$ cat config.mk
export PLATFORM = sky130hd
export DESIGN_NAME = rgb_capture
export DESIGN_NICKNAME = d
export VERILOG_FILES = /design/src/rtl/rgb_capture.sv
export SDC_FILE = /design/constraint.sdc
export NUM_CORES = 1
export LEC_CHECK = 0
export BUFFER_PORTS_ARGS = -buffer_cell sky130_fd_sc_hd__buf_2
export CAP_MARGIN = 20
export CORE_MARGIN = 8
export CORE_UTILIZATION = 38
export CTS_CLUSTER_DIAMETER = 50
export CTS_CLUSTER_SIZE = 30
export DETAILED_ROUTE_END_ITERATION = 7
export SLEW_MARGIN = 10
export SYNTH_ARGS = -nofsm -noshare
export SYNTH_HDL_FRONTEND = slang
export SYNTH_SLANG_ARGS = --single-unit
$ cat constraint.sdc
create_clock -name clk -period 2.8 [get_ports clk]
set_input_delay 0.14 -clock clk [delete_from_list [all_inputs] [get_ports clk]]
set_output_delay 0.14 -clock clk [all_outputs]
set_load 0.05 [all_outputs]
$ cat src/rtl/rgb_capture.sv
`default_nettype none
// ============================================================================
// Module      : rgb_capture
// Description : Parallel RGB888 video receiver. Samples an external RGB
//               stream (hsync/vsync/de), converts pixels to RGB565 and emits
//               write strobes for port A of the dual-port framebuffer.
//               Tracks pixel/line position, realigns addresses at every de
//               falling edge, drops out-of-window pixels and reports frame
//               completion with a sticky geometry-error flag.
// Ports       : clk          capture clock (source pixel clock)
//               rst          asynchronous reset, active low
//               enable       capture enable, looked at on vsync leading edge
//               rgb_r/g/b    8-bit colour components
//               rgb_hsync    horizontal sync (diagnostics only)
//               rgb_vsync    vertical sync
//               rgb_de       data enable, delimits lines
//               fb_data_out  RGB565 pixel
//               fb_addr      framebuffer write address
//               fb_wr_en     write strobe, one pixel per cycle
//               frame_done   one-cycle pulse on frame close
//               frame_err    geometry error of the closed frame
//               line_cnt     completed active lines of the current frame
// Revision    : 1.0 - initial release
// ============================================================================
module rgb_capture #(
    parameter int H_ACTIVE   = 800,
    parameter int V_ACTIVE   = 480,
    parameter int ADDR_WIDTH = 19,
    parameter bit VSYNC_POL  = 1'b0,
    parameter bit HSYNC_POL  = 1'b0
) (
    input  logic                  clk,
    input  logic                  rst,
    input  logic                  enable,
    input  logic [7:0]            rgb_r,
    input  logic [7:0]            rgb_g,
    input  logic [7:0]            rgb_b,
    input  logic                  rgb_hsync,
    input  logic                  rgb_vsync,
    input  logic                  rgb_de,
    output logic [15:0]           fb_data_out,
    output logic [ADDR_WIDTH-1:0] fb_addr,
    output logic                  fb_wr_en,
    output logic                  frame_done,
    output logic                  frame_err,
    output logic [9:0]            line_cnt
);

    localparam int                    c_XW    = $clog2(H_ACTIVE + 1);
    localparam logic [c_XW-1:0]       c_H_X   = c_XW'(H_ACTIVE);
    localparam logic [9:0]            c_V_Y   = 10'(V_ACTIVE);
    localparam logic [ADDR_WIDTH-1:0] c_H_A   = ADDR_WIDTH'(H_ACTIVE);

    localparam logic [1:0] c_ST_IDLE  = 2'd0;
    localparam logic [1:0] c_ST_ARMED = 2'd1;
    localparam logic [1:0] c_ST_LINE  = 2'd2;

    // Input sampling stage (only the colour bits that survive RGB565).
    logic [4:0]            r_r;
    logic [5:0]            r_g;
    logic [4:0]            r_b;
    logic                  r_hs;
    logic                  r_vs;
    logic                  r_vs_d;
    logic                  r_de;
    logic                  r_en;

    logic [1:0]            r_state;
    logic [1:0]            w_state_nxt;
    logic [c_XW-1:0]       r_x;
    logic [9:0]            r_y;
    logic [ADDR_WIDTH-1:0] r_addr;
    logic [ADDR_WIDTH-1:0] r_line_base;
    logic                  r_err;

    logic w_vs_lead;
    logic w_capturing;
    logic w_pix;
    logic w_x_ok;
    logic w_y_ok;
    logic w_wr;
    logic w_de_fall;
    logic w_close;
    logic w_unused_lsbs;

    // Truncated colour LSBs are intentionally discarded.
    assign w_unused_lsbs = ^{rgb_r[2:0], rgb_g[1:0], rgb_b[2:0]};

    assign w_vs_lead   = (r_vs == VSYNC_POL) && (r_vs_d != VSYNC_POL);
    assign w_capturing = (r_state != c_ST_IDLE);
    // vsync leading edge takes precedence over a coincident de pixel.
    assign w_pix       = r_de && w_capturing && !w_vs_lead;
    assign w_x_ok      = (r_x < c_H_X);
    assign w_y_ok      = (r_y < c_V_Y);
    assign w_wr        = w_pix && w_x_ok && w_y_ok;
    // In LINE the previous sampled de was 1, so de=0 here is a falling edge.
    assign w_de_fall   = (r_state == c_ST_LINE) && !r_de && !w_vs_lead;
    assign w_close     = w_vs_lead && w_capturing;
    assign line_cnt    = r_y;

    always_ff @(posedge clk or negedge rst) begin
        if (!rst) begin
            r_state <= c_ST_IDLE;
        end else begin
            r_state <= w_state_nxt;
        end
    end

    always_comb begin
        w_state_nxt = r_state;
        case (r_state)
            c_ST_IDLE: begin
                if (w_vs_lead && r_en) begin
                    w_state_nxt = c_ST_ARMED;
                end
            end
            c_ST_ARMED: begin
                if (w_vs_lead) begin
                    w_state_nxt = r_en ? c_ST_ARMED : c_ST_IDLE;
                end else if (r_de) begin
                    w_state_nxt = c_ST_LINE;
                end
            end
            c_ST_LINE: begin
                if (w_vs_lead) begin
                    w_state_nxt = r_en ? c_ST_ARMED : c_ST_IDLE;
                end else if (!r_de) begin
                    w_state_nxt = c_ST_ARMED;
                end
            end
            default: w_state_nxt = c_ST_IDLE;
        endcase
    end

    always_ff @(posedge clk or negedge rst) begin
        if (!rst) begin
            r_r         <= '0;
            r_g         <= '0;
            r_b         <= '0;
            r_hs        <= 1'b0;
            r_vs        <= 1'b0;
            r_vs_d      <= 1'b0;
            r_de        <= 1'b0;
            r_en        <= 1'b0;
            r_x         <= '0;
            r_y         <= '0;
            r_addr      <= '0;
            r_line_base <= '0;
            r_err       <= 1'b0;
            fb_data_out <= '0;
            fb_addr     <= '0;
            fb_wr_en    <= 1'b0;
            frame_done  <= 1'b0;
            frame_err   <= 1'b0;
        end else begin
            r_r    <= rgb_r[7:3];
            r_g    <= rgb_g[7:2];
            r_b    <= rgb_b[7:3];
            r_hs   <= rgb_hsync;
            r_vs   <= rgb_vsync;
            r_vs_d <= r_vs;
            r_de   <= rgb_de;
            r_en   <= enable;

            fb_wr_en   <= w_wr;
            frame_done <= w_close;
            if (w_wr) begin
                fb_data_out <= {r_r, r_g, r_b};
                fb_addr     <= r_addr;
            end
            if (w_close) begin
                // A frame cut off mid-line is always a geometry error.
                frame_err <= r_err || (r_y != c_V_Y) || (r_state == c_ST_LINE);
            end

            if (w_vs_lead) begin
                r_x         <= '0;
                r_y         <= '0;
                r_addr      <= '0;
                r_line_base <= '0;
                r_err       <= 1'b0;
            end else begin
                if (w_pix) begin
                    if (w_x_ok) begin
                        r_x <= r_x + c_XW'(1);
                    end
                    if (w_wr) begin
                        r_addr <= r_addr + ADDR_WIDTH'(1);
                    end
                    // Long line, extra line or hsync inside the active window.
                    if (!w_x_ok || !w_y_ok || (r_hs == HSYNC_POL)) begin
                        r_err <= 1'b1;
                    end
                end
                if (w_de_fall) begin
                    r_x <= '0;
                    if (w_x_ok) begin
                        r_err <= 1'b1;
                    end
                    // Line base steps by H_ACTIVE so the next line starts at
                    // (y+1)*H_ACTIVE regardless of how many pixels arrived.
                    if (w_y_ok) begin
                        r_y         <= r_y + 10'd1;
                        r_line_base <= r_line_base + c_H_A;
                        r_addr      <= r_line_base + c_H_A;
                    end
                end
            end
        end
    end

endmodule
`default_nettype wire

==> Yosys cells after proc, flatten, opt, wreduce, memory -nomap -nowiden <==
Cells that the tools add are included.
{ "word_totals": {"in_bits": 30, "out_inout_bits": 48, "ff_bits": 120, "wordCells": 86} }
{ "classes": {"bitwise_logic": 2, "n_mux": 27, "add_sub_neg": 4, "magnitude_cmp": 2, "eq_ne": 6, "n_reduce_logical": 26} }
{ "ops": {"columns": ["op", "n"], "rows": [
  ["two-way mux 19 bit", 8],
  ["two-way mux 10 bit", 7],
  ["adder 10 x 1 -> 10 bit (second input constant)", 2],
  ["adder 19 x 1 -> 19 bit (second input constant)", 1],
  ["adder 19 x 10 -> 19 bit (second input constant)", 1],
  ["less-than comparator 10 bit (second input constant)", 1],
  ["less-than comparator 10 x 9 -> 1 bit (second input constant)", 1],
  ["two-way mux 2 bit", 5],
  ["!= test 10 x 9 -> 1 bit (second input constant)", 1],
  ["logical AND 1 bit", 9],
  ["two-way mux 1 bit", 6],
  ["!= test 3 bit (second input constant)", 2],
  ["one-hot mux 2 bit (3 select lines)", 1],
  ["nonzero test 2 bit", 3],
  ["nonzero test 3 bit", 2],
  ["logical NOT 1 bit", 4],
  ["logical OR 1 bit", 4],
  ["AND reduction 2 bit", 2],
  ["AND reduction 3 bit", 1],
  ["equality test 2 x 1 -> 1 bit (second input constant)", 1],
  ["equality test 2 bit (second input constant)", 1],
  ["logical NOT 2 bit", 1],
  ["!= test 2 bit (second input constant)", 1],
  ["NOT 1 bit", 2]
]} }

==> Logic depth before layout (Yosys ltp) <==
Gate-level depths: netlist (run 1).
{ "logic_depth": {"ltp_word": 11, "mapped_depth": 7, "ltp_nobuf": 6} }

==> Worst setup path before layout (run 1) <==
No wires, ideal clock.
{ "synth_path": {"kind": "flip-flop to flip-flop", "from": "reg r_y[5] (netlist: line_cnt[5])", "to": "reg fb_data_out[10]", "path_buffers": 2, "arrival_ns": 2.042, "path_stages_with_launch": 6, "required_ns": 2.675, "setup_slack_ns": 0.634, "period_less_slack_ns": 2.166, "setup_ns": 0.125, "path_cell_list": "dfrtp_1 a41o_1 nor4_2 buf_2 buf_4 mux2_2"} }
{ "synth_via": {"elab_chain_len": 2} }
{ "synth_rtl": {"columns": ["item", "line", "rtl"], "rows": [
  ["start, declared", "71", "logic [9:0] r_y;"],
  ["start signal, assigned", "203", "r_y <= r_y + 10'd1;"],
  ["less-than comparator 10 x 9 -> 1 bit", "94", "assign w_y_ok = (r_y < c_V_Y);"],
  ["logical AND 1 bit", "95", "assign w_wr = w_pix && w_x_ok && w_y_ok;"],
  ["net w_wr", "81", "logic w_wr;"],
  ["end signal, assigned", "168", "fb_data_out <= {r_r, r_g, r_b};"],
  ["end, declared", "41", "output logic [15:0] fb_data_out,"]
]} }
The timed path passes the listed nets, and every way through them passes these cells.
A chain may end at the register's enable or synchronous reset.

==> Final worst setup path (run 1) <==
{ "layout_path": {"from": "reg r_y[5] (netlist: line_cnt[5])", "to": "reg r_addr[15]"} }
{ "layout_via": {"elab_chain_len": 7} }
{ "layout_rtl": {"columns": ["item", "line", "rtl"], "rows": [
  ["less-than comparator 10 x 9 -> 1 bit (*)", "94", null],
  ["logical AND 1 bit", "95", null],
  ["two-way mux 19 bit", "187", "if (w_wr) begin"],
  ["two-way mux 19 bit", "183", "if (w_pix) begin"],
  ["two-way mux 19 bit", "202", "if (w_y_ok) begin"],
  ["two-way mux 19 bit (*)", "195", "if (w_de_fall) begin"],
  ["two-way mux 19 bit (*)", "176", "if (w_vs_lead) begin"],
  ["end signal, assigned", "188", "r_addr <= r_addr + ADDR_WIDTH'(1);"],
  ["end signal, assigned", "205", "r_addr <= r_line_base + c_H_A;"],
  ["end, declared", "72", "logic [ADDR_WIDTH-1:0] r_addr;"]
]} }
Every way passes the cells marked *; elsewhere a longest branch is shown, timed or not.

==> results of run 1 <==
-- per-stage QoR --
step | power [uW] | std cells | hold WS, ns | util (%) | area, um2
2_1_floorplan | 2650 | 426 | -0.156 | - | 4970
3_3_place_gp | 2900 | 658 | 0.248 | 43.7 | 5540
3_5_place_dp | 2920 | 658 | 0.250 | 43.7 | 5540
4_1_cts | 5140 | 711 | 0.346 | 50.1 | 6350
5_1_grt | 5290 | 711 | 0.356 | 50.1 | 6350
6_report | 5080 | 711 | 0.350 | 50.1 | 6350
-- per-layer routing --
metal	up-vias	wire length (um)
li1	1696	-
met1	1726	4960
met2	63	5440
met3	17	532
met4	0	199
met5	-	0
-- path summary, 6_finish.rpt --
check	slack [ns]	end	cells after the start	start
worst min register to register	0.42	r_vs_d	0	r_vs
min in group clk	0.36	r_g[3]	2	rgb_g[5]
worst max register to register	0.75	r_addr[15]	6	line_cnt[5]
worst min-delay path	0.35	line_cnt[3]	2	rst
worst max-delay path	0.75	r_addr[15]	6	line_cnt[5]
max in group asynchronous	1.68	r_r[3]	3	rst
-- cell type report --
type | count | area [um2]
Fill cell | 1178 | 6320
Tap cell | 172 | 215
Multi-Input combinational cell | 291 | 2000
Sequential cell | 115 | 2880
Timing Repair Buffer | 98 | 643
Clock inverter | 9 | 129
Clock buffer | 23 | 468
Inverter | 3 | 11.3
-- cell families (layout without fill, tap and decap cells) --
group | after synthesis | in the layout
xor gates and xnor gates | 48 | 48
DFF | 115 | 115
and+or+nand+nor | 147 | 147
muxes | 38 | 38
adders and majority gates | 5 | 5
buffers and inverters | 20 | 133
AOI/OAI and AO/OA | 53 | 53
-- worst reg2reg max path, stage by stage, from the launching register on --
cell and delay (ns):
dfrtp_1 0.43, a41o_1 0.40, nor4_4 0.38, buf_12 0.30, nand4_1 0.15, xor2_1 0.17
a21oi_1 0.16
-- state kept, by name, summed over array words and instances, names as in the netlist, 6 cells and up --
| register | flops |
|---|---|
| fb_addr | 19 |
| line_cnt | 10 |
| r_g | 6 |
| fb_data_out | 16 |
| r_addr | 19 |
| r_line_base | 14 |
| r_x | 10 |
-- report_power, final --
part	switching, uW	internal (uW)
Clock	741	1440
Combinational	670	280
Sequential	114	1840
-- cell usage in the layout, fill, tap and decap left out, drive strengths merged, types with 2 or more instances in the layout --
cell type    Yosys  routed
dfrtp          115     115
buf             11      77
nor2            45      45
mux2            36      36
xor2            32      32
nand2           26      26
clkbuf           6      23
dlygate4sd3      0      21
o21ai           18      18
nand3           18      18
a21oi           17      17
xnor2           16      16
nand4           14      14
and3             9       9
nor3             9       9
ha               5       5
and2             4       4
or3              4       4
nor4             4       4
clkinv           0       4
nand2b           3       3
o211ai           3       3
inv              3       3
o22ai            3       3
bufinv           0       3
nor2b            3       3
and4             2       2
mux2i            2       2
a211oi           2       2
a41oi            2       2
clkinvlp         0       2
-- what timing repair did --
| item | CTS | global route |
|---|---|---|
| endpoints found under the hold margin | 78 | 0 |
| hold buffers | 21 | 0 |
| endpoints found under the setup margin | 0 | 0 |
==> impl_metrics.tcl, run 1 <==
set metrics [dict create \
    status "complete, no violations" \
    grt-busiest-layer "met2" \
    finalCritPeriodShare_pct 73.3 \
    ctsResizeCount 0 \
    routed_wl_um 11100 \
    preCtsSetupSlack_ns 0.711 \
    cp_top_family "compound AO/OA/AOI/OAI gates" \
    syn_to_final_growth_pct 27.8 \
    routed-via-count 3502 \
    synth_commonest_cells "dfrtp_1 (115), nor2_1 (45), mux2_2 (36)" \
    min_period_ns 2.05 \
    cts_tree "built" \
    clk_pin_slew_ns 0.05 \
    grt_max_degree 60 \
    power_density_nw_per_um2 801 \
    grt_usage_pct 14.2 \
    hold_path_class "in2async" \
    synth-edff-count 0 \
    gp_congestion 0.784 \
    crit_chain "a41o_1 > nor4_4 > buf_12 > nand4_1 > xor2_1 > a21oi_1" \
    synth.avg_cell_area_um2 11.7 \
    leakage_uw 0.00297 \
    dieWidth_um 130 \
    drc 0 \
    grt.met2_usage_pct 21.8 \
    initial_utilization_pct 39.2 \
    synthesis.area_um2 4970 \
    die-area_um2 17000 \
    drtPass1Iterations 4 \
    crit_fanout 48 \
    grt_pass1_vias 3651 \
    antenna_found_initial 0 \
    grt_first_pass_wirelength_um 18700 \
    relSlewSlack_pct 38.8 \
    peakVddDrop_uv 419 \
    drv_cap 0 \
    netlist_instances 426 \
    path_buf_inv 1 \
    drt_iter0_drc 241 \
    setup_violations 0 \
    synthAdderAreaFrac_pct 1.26 \
    numPortBuffers 69 \
    cp-start-kind "flip-flop" \
    ys_warn_count 0 \
    clock_path_buffers 2 \
    synth_xor_area_share_pct 8.47 \
    ys_seq_area_share_pct 57.9 \
    skew_ns 0.00816 \
    critPathArrivalTime_ns 2.39 \
    rsz0062_at_grt "false" \
    ctsHtreeMaxLevel 4 \
    finalSetupTns_ns 0 \
    detailed_place_hpwl_um 7410 \
    detail-route-antenna-nets 0 \
    cp_slowest_cell "dfrtp_1" \
    synth.area.top_cells "dfrtp_1 (58%), mux2_2 (8.2%), xor2_1 (5.6%), nor2_1 (3.4%), xnor2_1 (2.8%)" \
    slowest_delay_ns 0.43 \
    nets 561 \
    yosysTopAreaCellShare_pct 57.9 \
    yosysMostFrequentCell "dfrtp_1" \
    die_h_um 130 \
    coreArea_um2 12700 \
    drive_above_1_share_pct 27.5 \
    drv_slew 0 \
    n_antenna_cell 0 \
    ys_async_sr_fraction_pct 100 \
    ys.flop_type "dfrtp_1" \
    synth_fp_nets 461 \
    met1_usage_pct 18.3 \
    tightestPinTransition_ns 0.908 \
    cts_buffers 17 \
    vias_per_cell 4.93 \
    end_kind "flip-flop" \
    fmax_mhz 487 \
    cts.repair_timing.setup_buffer_count 0 \
    ios 78 \
    wl_per_cell_um 15.7 \
    met3_usage_pct 3.96 \
    synth_top_family_by_area "simple AND/OR/NAND/NOR gates" \
    synth-seq-cells 115 \
    crit_type "reg2reg" \
    placementRows 41 \
    final_hold_viol_count 0 \
    overflow 0 \
    setup_slack_ns 0.749 \
    synth_compound_area_share_pct 6.65 \
    yosysUniqueCellTypes 47 \
    required_ns 3.13 \
    clkLatencyLatePin_ns 0.41 \
    synthSimpleGateAreaFrac_pct 15.1 \
    synth_top_area_cell "dfrtp_1" \
    muxShareOfSynthArea_pct 8.57 \
    root_buffer "clkbuf_16" \
    clock-sinks 115 \
]
(Power assumes the default switching activity.)
==> run 2: changes to the inputs <==
- clock period: 2.8 -> 1.79 ns (I/O delays scaled with it)
==> impl_metrics.tcl, run 2 (synthesized netlist as in run 1, its figures left out) <==
set metrics [dict create \
    crit_type "reg2reg" \
    final_cell_mix "dfrtp_1 (110), buf_2 (68), buf_4 (50)" \
    wl_per_cell_um 16.4 \
    cp-start-kind "flip-flop" \
    crit_chain "a41o_4 > nor4_4 > buf_6 > buf_8 > mux2_2" \
    clock-sinks 115 \
    clock_path_buffers 2 \
    dieWidth_um 130 \
    nets 616 \
    relSlewSlack_pct 63.3 \
    finalSetupTns_ns -3.49 \
    die_h_um 130 \
    r2r-end "fb_addr[18]" \
    finalCritPeriodShare_pct 107 \
    routed-via-count 3830 \
    fin_area_um2 7150 \
    rrSetupSlack_ns -0.12 \
    grt_pass1_vias 4096 \
    reg2regPathDepth 5 \
    setup_violations 49 \
    syn_to_final_growth_pct 44.0 \
    cts_buffers 17 \
    dpl_cell_area_um2 5930 \
    min_period_ns 1.91 \
    drv_cap 0 \
    required_ns 2.09 \
    ios 78 \
    crit_fanout 10 \
    slowest_delay_ns 0.43 \
    drive_above_1_share_pct 39.6 \
    leakage_uw 0.00338 \
    die-area_um2 17000 \
    placementRows 41 \
    initial_utilization_pct 39.2 \
    crit_start "line_cnt[7]" \
    power_density_nw_per_um2 1160 \
    detail-route-antenna-nets 0 \
    status "complete, but fails checks" \
    clk_pin_slew_ns 0.06 \
    final_common_cell "dfrtp_1" \
    skew_ns 0.00942 \
    vias_per_cell 5.00 \
    fmax_mhz 522 \
    grt_max_degree 42 \
    clkLatencyLatePin_ns 0.41 \
    reg.largest.list "fb_addr x19, r_addr x19, fb_data_out x16" \
    detailed_place_hpwl_um 7970 \
    drv_slew 0 \
    tightestPinTransition_ns 0.550 \
    coreArea_um2 12700 \
    grt_usage_pct 15.7 \
    ctsHtreeMaxLevel 4 \
    drc 0 \
    drt_iter0_drc 241 \
    hold_path_class "in2async" \
    cts_tree "built" \
    end_kind "flip-flop" \
    setup_slack_ns -0.125 \
    cp_slowest_cell "dfrtp_2" \
    overflow 0 \
    grt_first_pass_wirelength_um 20500 \
    critPathArrivalTime_ns 2.21 \
    antenna_found_initial 0 \
    r2r-start "line_cnt[7]" \
    numPortBuffers 69 \
    report.power.total_uw 8300 \
    peakVddDrop_uv 809 \
    gp_congestion 0.794 \
    root_buffer "clkbuf_16" \
    violations "negative setup slack" \
    fill_cells 1066 \
    n_antenna_cell 0 \
    routed_wl_um 12500 \
    rsz0062_at_grt "true" \
    endpoint "fb_addr[18]" \
    drtPass1Iterations 4 \
    final_hold_viol_count 0 \
]
run 2: what timing repair did:
| action | in CTS | in global routing |
|---|---|---|
| pin swaps | 2 | 14 |
| hold endpoints to repair | 58 | 0 |
| resized for setup | 19 | 36 |
| buffers inserted | 2 | 8 |
| gates cloned | 4 | 2 |
| hold buffers | 21 | 0 |
| endpoints found under the setup margin | 59 | 66 |
run 2: worst min path at each step:
stage / from / to / slack [ns] / depth (start not counted)
6_report: rst / fb_data_out[7] / 0.22 / 2
5_1_grt: rst / r_x[1] / 0.26 / 2
4_1_cts: rst / r_x[1] / 0.22 / 2
3_5_place_dp: rst / fb_data_out[7] / 0.12 / 1
3_3_place_gp: rst / fb_data_out[7] / 0.12 / 1
2_1_floorplan: rst / fb_addr[0] / -0.21 / 0
run 2: layout make-up:
class	instances	area (um2)	share of cell area [%]
Clock buffer	19	453	6.33
Timing Repair Buffer	151	1150	16.2
Clock inverter	13	159	2.22
Sequential cell	115	2880	40.3
Tap cell	172	215	3.01
Multi-Input combinational cell	293	2270	31.8
Inverter	3	11.3	0.157
run 2: routing by layer:
| layer | track usage [%] | routed length, um | up-vias |
|---|---|---|---|
| met4 | 6.15 | 147 | 0 |
| met2 | 25.4 | 6120 | 71 |
| li1 | - | - | 1802 |
| met1 | 19.6 | 5700 | 1945 |
| met3 | 4.20 | 570 | 12 |
| met5 | 0 | 0 | - |
run 2: report_power, final:
group / total, uW / internal (uW) / switching, uW
Clock: 3470 / 2250 / 1220
Sequential: 3040 / 2870 / 164
Combinational: 1790 / 652 / 1140
Total: 8300 / 5780 / 2520
run 2: critical path: cells and delay by family (launching register included):
| kind | cells | cell delay, ns |
|---|---|---|
| flip-flops | 1 | 0.43 |
| buffers and inverters | 2 | 0.42 |
| multiplexers | 1 | 0.34 |
| AO/OA/AOI/OAI | 1 | 0.31 |
| AND/OR/NAND/NOR | 1 | 0.29 |
run 2: stage by stage:
step | setup WS [ns] | utilization, % | instances | hold slack, ns
4_1_cts | -0.126 | 54.5 | 756 | 0.217
3_5_place_dp | -0.157 | 46.8 | 697 | 0.119
3_3_place_gp | -0.0906 | 46.8 | 697 | 0.116
2_1_floorplan | -0.0673 | - | 426 | -0.206
5_1_grt | -0.176 | 56.4 | 766 | 0.257
6_report | -0.125 | 56.4 | 766 | 0.221
